$ cat src/rtl/spi_slave_shifter_if.sv
// SPI pin and RX/TX FIFO request bundle for the SPI responder.
// Latency: none, wires only.
// Backpressure: none here; the responder reacts to empty_tx and full_rx.
interface spi_slave_shifter_if;
  logic       sck;
  logic       cs_;
  logic       mosi;
  logic       miso;
  logic       miso_oe;
  logic [7:0] data_tx;
  logic       read_rq;
  logic       empty_tx;
  logic [7:0] data_rx;
  logic       write_rq;
  logic       full_rx;
  logic       underrun;
  logic       overrun;
  logic       frame_err;

  // Responder side.
  modport slave (
    input  sck, cs_, mosi, data_tx, empty_tx, full_rx,
    output miso, miso_oe, read_rq, data_rx, write_rq, underrun, overrun, frame_err
  );

  // Pin driver / FIFO side.
  modport master (
    output sck, cs_, mosi, data_tx, empty_tx, full_rx,
    input  miso, miso_oe, read_rq, data_rx, write_rq, underrun, overrun, frame_err
  );
endinterface

$ cat src/rtl/spi_slave_shifter.sv
// SPI mode-0 responder: oversampled pins, 8-bit MSB-first, TX prefetch and RX write.
// Latency: SYNC_STAGES+1 clk cycles from an sck/cs_ pin edge to its effect.
// Backpressure: empty TX sends IDLE_BYTE (underrun); full RX drops the byte (overrun).
module spi_slave_shifter #(
  parameter int         SYNC_STAGES = 2,
  parameter logic [7:0] IDLE_BYTE   = 8'hFF
) (
  input logic                clk,
  input logic                reset,
  spi_slave_shifter_if.slave bus
);

  typedef enum logic [1:0] {IDLE, LOAD, SHIFT} state_t;

  state_t                 state, state_nxt;
  logic [SYNC_STAGES-1:0] sck_sr, cs_sr, mosi_sr;
  logic                   sck_d;
  logic                   sck_s, cs_s, mosi_s, sck_rise, sck_fall;

  logic [7:0] tx_next, tx_shift, tx_shift_nxt;
  logic [7:0] rx_shift, rx_shift_nxt, data_rx, data_rx_nxt;
  logic [2:0] bit_cnt, bit_cnt_nxt;
  logic       tx_vld, rd_wait, read_rq, read_rq_nxt, rd_out, take_next;
  logic       reload, reload_nxt;
  logic       miso, miso_nxt, miso_oe, miso_oe_nxt;
  logic       write_rq, write_nxt, underrun, underrun_nxt;
  logic       overrun, overrun_nxt, frame_err, frame_err_nxt;

  assign sck_s    = sck_sr[SYNC_STAGES-1];
  assign cs_s     = cs_sr[SYNC_STAGES-1];
  assign mosi_s   = mosi_sr[SYNC_STAGES-1];
  assign sck_rise = sck_s & ~sck_d;
  assign sck_fall = ~sck_s & sck_d;
  // A read is outstanding from the request cycle until data_tx is captured.
  assign rd_out   = read_rq | rd_wait;

  assign bus.miso      = miso;
  assign bus.miso_oe   = miso_oe;
  assign bus.read_rq   = read_rq;
  assign bus.data_rx   = data_rx;
  assign bus.write_rq  = write_rq;
  assign bus.underrun  = underrun;
  assign bus.overrun   = overrun;
  assign bus.frame_err = frame_err;

  // Pin synchronizers; cs_ resets to deasserted so reset never starts a frame.
  always_ff @(posedge clk or negedge reset) begin
    if (!reset) begin
      sck_sr  <= '0;
      cs_sr   <= '1;
      mosi_sr <= '0;
      sck_d   <= 1'b0;
    end else begin
      sck_sr  <= {sck_sr[SYNC_STAGES-2:0], bus.sck};
      cs_sr   <= {cs_sr[SYNC_STAGES-2:0], bus.cs_};
      mosi_sr <= {mosi_sr[SYNC_STAGES-2:0], bus.mosi};
      sck_d   <= sck_s;
    end
  end

  // State and datapath registers, all loaded from the next-state logic.
  always_ff @(posedge clk or negedge reset) begin
    if (!reset) begin
      state     <= IDLE;
      tx_shift  <= '0;
      rx_shift  <= '0;
      data_rx   <= '0;
      bit_cnt   <= '0;
      reload    <= 1'b0;
      miso      <= 1'b0;
      miso_oe   <= 1'b0;
      write_rq  <= 1'b0;
      underrun  <= 1'b0;
      overrun   <= 1'b0;
      frame_err <= 1'b0;
    end else begin
      state     <= state_nxt;
      tx_shift  <= tx_shift_nxt;
      rx_shift  <= rx_shift_nxt;
      data_rx   <= data_rx_nxt;
      bit_cnt   <= bit_cnt_nxt;
      reload    <= reload_nxt;
      miso      <= miso_nxt;
      miso_oe   <= miso_oe_nxt;
      write_rq  <= write_nxt;
      underrun  <= underrun_nxt;
      overrun   <= overrun_nxt;
      frame_err <= frame_err_nxt;
    end
  end

  // TX prefetch: one request at a time, data captured the cycle after the request.
  always_ff @(posedge clk or negedge reset) begin
    if (!reset) begin
      tx_next <= '0;
      tx_vld  <= 1'b0;
      rd_wait <= 1'b0;
      read_rq <= 1'b0;
    end else begin
      read_rq <= read_rq_nxt;
      rd_wait <= read_rq;
      if (rd_wait) begin
        tx_next <= bus.data_tx;
        tx_vld  <= 1'b1;
      end else if (take_next) begin
        tx_vld  <= 1'b0;
      end
    end
  end

  // Next-state, shift and pulse logic; cs_ deassertion overrides everything last.
  always_comb begin
    state_nxt     = state;
    tx_shift_nxt  = tx_shift;
    rx_shift_nxt  = rx_shift;
    data_rx_nxt   = data_rx;
    bit_cnt_nxt   = bit_cnt;
    reload_nxt    = reload;
    take_next     = 1'b0;
    write_nxt     = 1'b0;
    underrun_nxt  = 1'b0;
    overrun_nxt   = 1'b0;
    frame_err_nxt = 1'b0;

    case (state)
      IDLE: begin
        bit_cnt_nxt  = '0;
        reload_nxt   = 1'b0;
        tx_shift_nxt = '0;
        if (!cs_s) state_nxt = LOAD;
      end
      LOAD: begin
        if (!rd_out) begin
          if (tx_vld) begin
            tx_shift_nxt = tx_next;
            take_next    = 1'b1;
          end else begin
            tx_shift_nxt = IDLE_BYTE;
            underrun_nxt = 1'b1;
          end
          bit_cnt_nxt = '0;
          reload_nxt  = 1'b0;
          state_nxt   = SHIFT;
        end
      end
      SHIFT: begin
        if (sck_rise) begin
          rx_shift_nxt = {rx_shift[6:0], mosi_s};
          if (bit_cnt == 3'd7) begin
            data_rx_nxt = {rx_shift[6:0], mosi_s};
            write_nxt   = ~bus.full_rx;
            overrun_nxt = bus.full_rx;
            bit_cnt_nxt = '0;
            reload_nxt  = 1'b1;
          end else begin
            bit_cnt_nxt = bit_cnt + 3'd1;
          end
        end else if (sck_fall) begin
          if (reload) begin
            // Data still in flight from the FIFO is kept for the byte after this one.
            if (tx_vld) begin
              tx_shift_nxt = tx_next;
              take_next    = 1'b1;
            end else begin
              tx_shift_nxt = IDLE_BYTE;
              underrun_nxt = 1'b1;
            end
            reload_nxt = 1'b0;
          end else begin
            tx_shift_nxt = {tx_shift[6:0], 1'b0};
          end
        end
      end
      default: state_nxt = IDLE;
    endcase

    // A byte completing in the same cycle leaves bit_cnt_nxt at 0, so it is not an error.
    if (state != IDLE && cs_s) begin
      frame_err_nxt = (bit_cnt_nxt != 3'd0);
      state_nxt     = IDLE;
      bit_cnt_nxt   = '0;
      reload_nxt    = 1'b0;
      tx_shift_nxt  = '0;
      take_next     = 1'b0;
      underrun_nxt  = 1'b0;
    end

    read_rq_nxt = ~tx_vld & ~bus.empty_tx & ~read_rq & ~rd_wait;
    miso_oe_nxt = (state_nxt != IDLE);
    miso_nxt    = miso_oe_nxt & tx_shift_nxt[7];
  end

endmodule

$ cat src/flat_wrapper.sv
// flat-port wrapper written by rule: the top's interface ports become plain ports
module spi_slave_shifter_flat 
#(
  parameter int         SYNC_STAGES = 2,
  parameter logic [7:0] IDLE_BYTE   = 8'hFF
)
  (clk, reset, bus_sck, bus_cs_, bus_mosi, bus_data_tx, bus_empty_tx, bus_full_rx, bus_miso, bus_miso_oe, bus_read_rq, bus_data_rx, bus_write_rq, bus_underrun, bus_overrun, bus_frame_err);
  spi_slave_shifter_if bus_i ();
  input logic clk;
  input logic reset;
  input wire logic [$bits(bus_i.sck)-1:0] bus_sck;
  input wire logic [$bits(bus_i.cs_)-1:0] bus_cs_;
  input wire logic [$bits(bus_i.mosi)-1:0] bus_mosi;
  input wire logic [$bits(bus_i.data_tx)-1:0] bus_data_tx;
  input wire logic [$bits(bus_i.empty_tx)-1:0] bus_empty_tx;
  input wire logic [$bits(bus_i.full_rx)-1:0] bus_full_rx;
  output wire logic [$bits(bus_i.miso)-1:0] bus_miso;
  output wire logic [$bits(bus_i.miso_oe)-1:0] bus_miso_oe;
  output wire logic [$bits(bus_i.read_rq)-1:0] bus_read_rq;
  output wire logic [$bits(bus_i.data_rx)-1:0] bus_data_rx;
  output wire logic [$bits(bus_i.write_rq)-1:0] bus_write_rq;
  output wire logic [$bits(bus_i.underrun)-1:0] bus_underrun;
  output wire logic [$bits(bus_i.overrun)-1:0] bus_overrun;
  output wire logic [$bits(bus_i.frame_err)-1:0] bus_frame_err;
  assign bus_i.sck = bus_sck;
  assign bus_i.cs_ = bus_cs_;
  assign bus_i.mosi = bus_mosi;
  assign bus_i.data_tx = bus_data_tx;
  assign bus_i.empty_tx = bus_empty_tx;
  assign bus_i.full_rx = bus_full_rx;
  assign bus_miso = bus_i.miso;
  assign bus_miso_oe = bus_i.miso_oe;
  assign bus_read_rq = bus_i.read_rq;
  assign bus_data_rx = bus_i.data_rx;
  assign bus_write_rq = bus_i.write_rq;
  assign bus_underrun = bus_i.underrun;
  assign bus_overrun = bus_i.overrun;
  assign bus_frame_err = bus_i.frame_err;
  spi_slave_shifter #(.SYNC_STAGES(SYNC_STAGES), .IDLE_BYTE(IDLE_BYTE)) u_core (.clk(clk), .reset(reset), .bus(bus_i));
endmodule
$ cat config.mk
export PLATFORM = sky130hd
export DESIGN_NAME = spi_slave_shifter_flat
export DESIGN_NICKNAME = d
export VERILOG_FILES = /design/src/rtl/spi_slave_shifter_if.sv /design/src/rtl/spi_slave_shifter.sv /design/src/flat_wrapper.sv
export SDC_FILE = /design/constraint.sdc
export NUM_CORES = 1
export LEC_CHECK = 0
export ABC_CLOCK_PERIOD_IN_PS = 2400
export BUFFER_PORTS_ARGS = -buffer_cell sky130_fd_sc_hd__clkbuf_2
export CAP_MARGIN = 10
export CELL_PAD_IN_SITES_DETAIL_PLACEMENT = 1
export CELL_PAD_IN_SITES_GLOBAL_PLACEMENT = 1
export CORE_MARGIN = 2
export CORE_UTILIZATION = 40
export CTS_BUF_LIST = sky130_fd_sc_hd__clkbuf_8
export CTS_CLUSTER_DIAMETER = 60
export DETAILED_ROUTE_END_ITERATION = 8
export PLACE_DENSITY_LB_ADDON = 0.15
export REMOVE_ABC_BUFFERS = 1
export SLEW_MARGIN = 20
export SYNTH_ARGS = -nofsm -noshare
export SYNTH_HDL_FRONTEND = slang
export SYNTH_SLANG_ARGS = --single-unit
$ cat constraint.sdc
create_clock -name clk -period 2.4 [get_ports clk]
set_input_delay 0.12 -clock clk [delete_from_list [all_inputs] [get_ports clk]]
set_output_delay 0.12 -clock clk [all_outputs]
set_load 0.1 [all_outputs]
==> metrics.cfg <==
[die]
die_w_um=80.18
ios=30
dieArea_mm2=0.006428
fp-row-count=27
fp.coreArea_mm2=0.005540
start_util_pct=41.89
die_h_um=80.18

[worst_setup_path]
cp-end-kind=flop
arrival_ps=2260
r2r_slack_ps=390
critPathLaunchType=flop
cp_slowest_cell=a2111oi_4
crit_start=u_core.state[0]
path_max_fanout=7
reg2reg_to=u_core.tx_shift[0]
path_class=reg -> reg
rr_startpoint=u_core.state[0]
cp_slowest_stage_delay_ps=530
worst-r2r-cell-count=6
path_cells=inv_1, ha_1, and2b_4, a21oi_4, a2111oi_4, a32o_1
crit_required_ps=2650

[routing]
routed-via-count=1521
top_layer=met4
drt-met1-wl_mm=2.077
routed_via_density=5.318
drc=0
ant_nets=0
route.met2.wl_mm=2.420
drtIter0Drc=46
dr_wl_met3_um=158
routedWlPerCell_um=16.39
drt_wl_total_mm=4.688
dr.pass1.iters=4

[sta]
setup_slack_ps=387.3
timing.final.crit_share_pct=83.86
skew_ps=6.383
fmax_mhz=496.9
setup_viol=0
hold_viol_final=0
tightest_slew_ps=672.8
post-route-min-period_ps=2013
rsz0062_at_grt=no
slew_violations=0
tns_ps=0
max_slew_margin_pct=55.15

[power_and_ir_drop]
clkPwrFrac_pct=18.4
power.total_mw=2.907
pwr-share-seq_pct=45.2
powerDensity_mw_per_mm2=1075
p_int_mw=1.786
ir_worst_vdd_v=0.0004729
p_switching_mw=1.121
p_leak_nw=1.336
sw_frac_of_total_pct=38.55
power_frac_comb_pct=36.5

[finish]
nets=236
final_common_cell=dfrtp_1
n_fill_cell=605
mostFrequentLayoutCells=dfrtp_1, clkbuf_2, mux2_2
num_antenna_cells=0
areaGrowthSynthToFinish_pct=16.50
drive_above_1_share_pct=31.31

[cts]
cts-root-buf=clkbuf_8
clk_path_buf_depth=2
clk-insertion-delay-late_ps=310
cts_tree=yes
postCtsSetupBuffers=0
cts_resized=0
hold_buffers=6
cts.clk_slew.worst_paths_ps=100
cts_buffers=5
htree_num_levels=2
cts.sinks=53

[place]
portBuffers=29
preCtsSetupSlack_ps=393.0
place.gp.congestion=0.7998
place_hpwl_mm=3.491

[global_routing]
first_global_vias=1640
grt_pass1_wl_mm=7.941
overflow=0
antenna_found_initial=0
grt_max_degree=32
grt_use_total_pct=16.05

[yosys]
synth_edf_count=0
syn_area_per_cell_um2=13.34
synth_cell_types=42
synth_area_mm2=0.002321
ys_warn_count=0
postSynthCellCount=174
ys_ff_latch=53
synthFlopType=dfrtp_1
ys_async_sr_fraction_pct=100.0
ys_seq_area_share_pct=57.25

[run_status]
outcome=complete, no violations

[min_path]
worstHoldStart=bus_data_tx[3]
hold_class=in -> reg
whs_endpoint=u_core.tx_next[3]
hold_depth=2

[flow_run]
max-cap-violations=0

==> power by group through the flow <==
stage | clock [mW] | combinational, mW | sequential [mW]
2_1_floorplan | 0 | 0.682 | 1.43
3_3_place_gp | 0 | 1.02 | 1.31
3_5_place_dp | 0 | 1.07 | 1.33
4_1_cts | 0.555 | 1.08 | 1.31
5_1_grt | 0.588 | 1.16 | 1.35
6_report | 0.535 | 1.06 | 1.31
==> state kept, by name, indices dropped and copies added, names as in the netlist, 2 cells and up <==
register,flops
u_core.tx_next,8
u_core.mosi_sr,2
u_core.bus.data_rx,8
u_core.sck_sr,2
u_core.state,2
u_core.tx_shift,8
u_core.cs_sr,2
u_core.bit_cnt,3
u_core.rx_shift,7
==> how the worst max path moves through the flow <==
stage                                  endpoint  cells past startpoint
after global placement    u_core.bus.data_rx[1]                      4
after global routing         u_core.tx_shift[0]                      6
after detailed placement  u_core.bus.data_rx[4]                      4
after CTS                    u_core.tx_shift[0]                      6
after floorplan              u_core.tx_shift[6]                      4
final                        u_core.tx_shift[0]                      6
==> cells by family after synthesis <==
kind of cell,after synthesis,share of synthesized area [%]
buf+inv,13,2.210
compound gates,38,14.83
mux,23,11.16
simple gates,39,10.24
fa+ha+maj,8,4.313
flops,53,57.25
==> stage by stage <==
| stage | hold WS, ps | instance area [µm²] | cells | util [%] |
|---|---|---|---|---|
| global route | 32.64 | 2704 | 286 | 48.80 |
| global placement | 128.1 | 2546 | 272 | 45.96 |
| detailed placement | 131.2 | 2546 | 272 | 45.96 |
| finish | 37.62 | 2704 | 286 | 48.80 |
| CTS | 29.21 | 2704 | 286 | 48.80 |
| floorplan | -175.6 | 2303 | 170 | - |
==> worst max-delay path: cells and delay by family, from the launching register on <==
family	cells	cell delay, ps
buffers and inverters	1	100
AND/OR/NAND/NOR	1	330
AO/OA/AOI/OAI	3	850
flip-flops	1	430
adder cells (fa/ha/maj)	1	240
==> final cells by class <==
cell class              instances  area, µm²  area share [%]
clock buffers                   5      68.82           2.545
inverters                       9      33.78           1.249
multi-input cells             108      940.9           34.80
repair buffers                 36      212.7           7.867
flip-flops and latches         53       1329           49.14
clock inverters                 3      28.78           1.064
well taps                      72      90.09           3.332
==> layer usage <==
metal | up-vias | GRT usage, %
met3 | 5 | 3.483
met4 | 0 | 3.559
met2 | 23 | 27.58
met1 | 786 | 20.77
li1 | 707 | -
met5 | - | 0
==> synthesized netlist by cell type (2+ instances only) <==
master,number,area share (%)
nand2b_1,11,3.0
a32o_1,3,1.3
mux2_1,5,2.4
nor2b_1,4,1.1
nand3_1,2,0.43
mux2_2,18,8.7
a22o_1,13,4.9
inv_1,9,1.5
dfrtp_1,51,55
buf_2,2,0.43
nand2_1,5,0.81
o2111ai_1,2,0.75
nor2_1,8,1.3
a21o_1,2,0.65
dfstp_2,2,2.3
ha_1,8,4.3
nor3b_2,2,1.1
a21oi_1,2,0.43
clkbuf_1,2,0.32
Note: power is estimated with default switching activity, not from simulation.
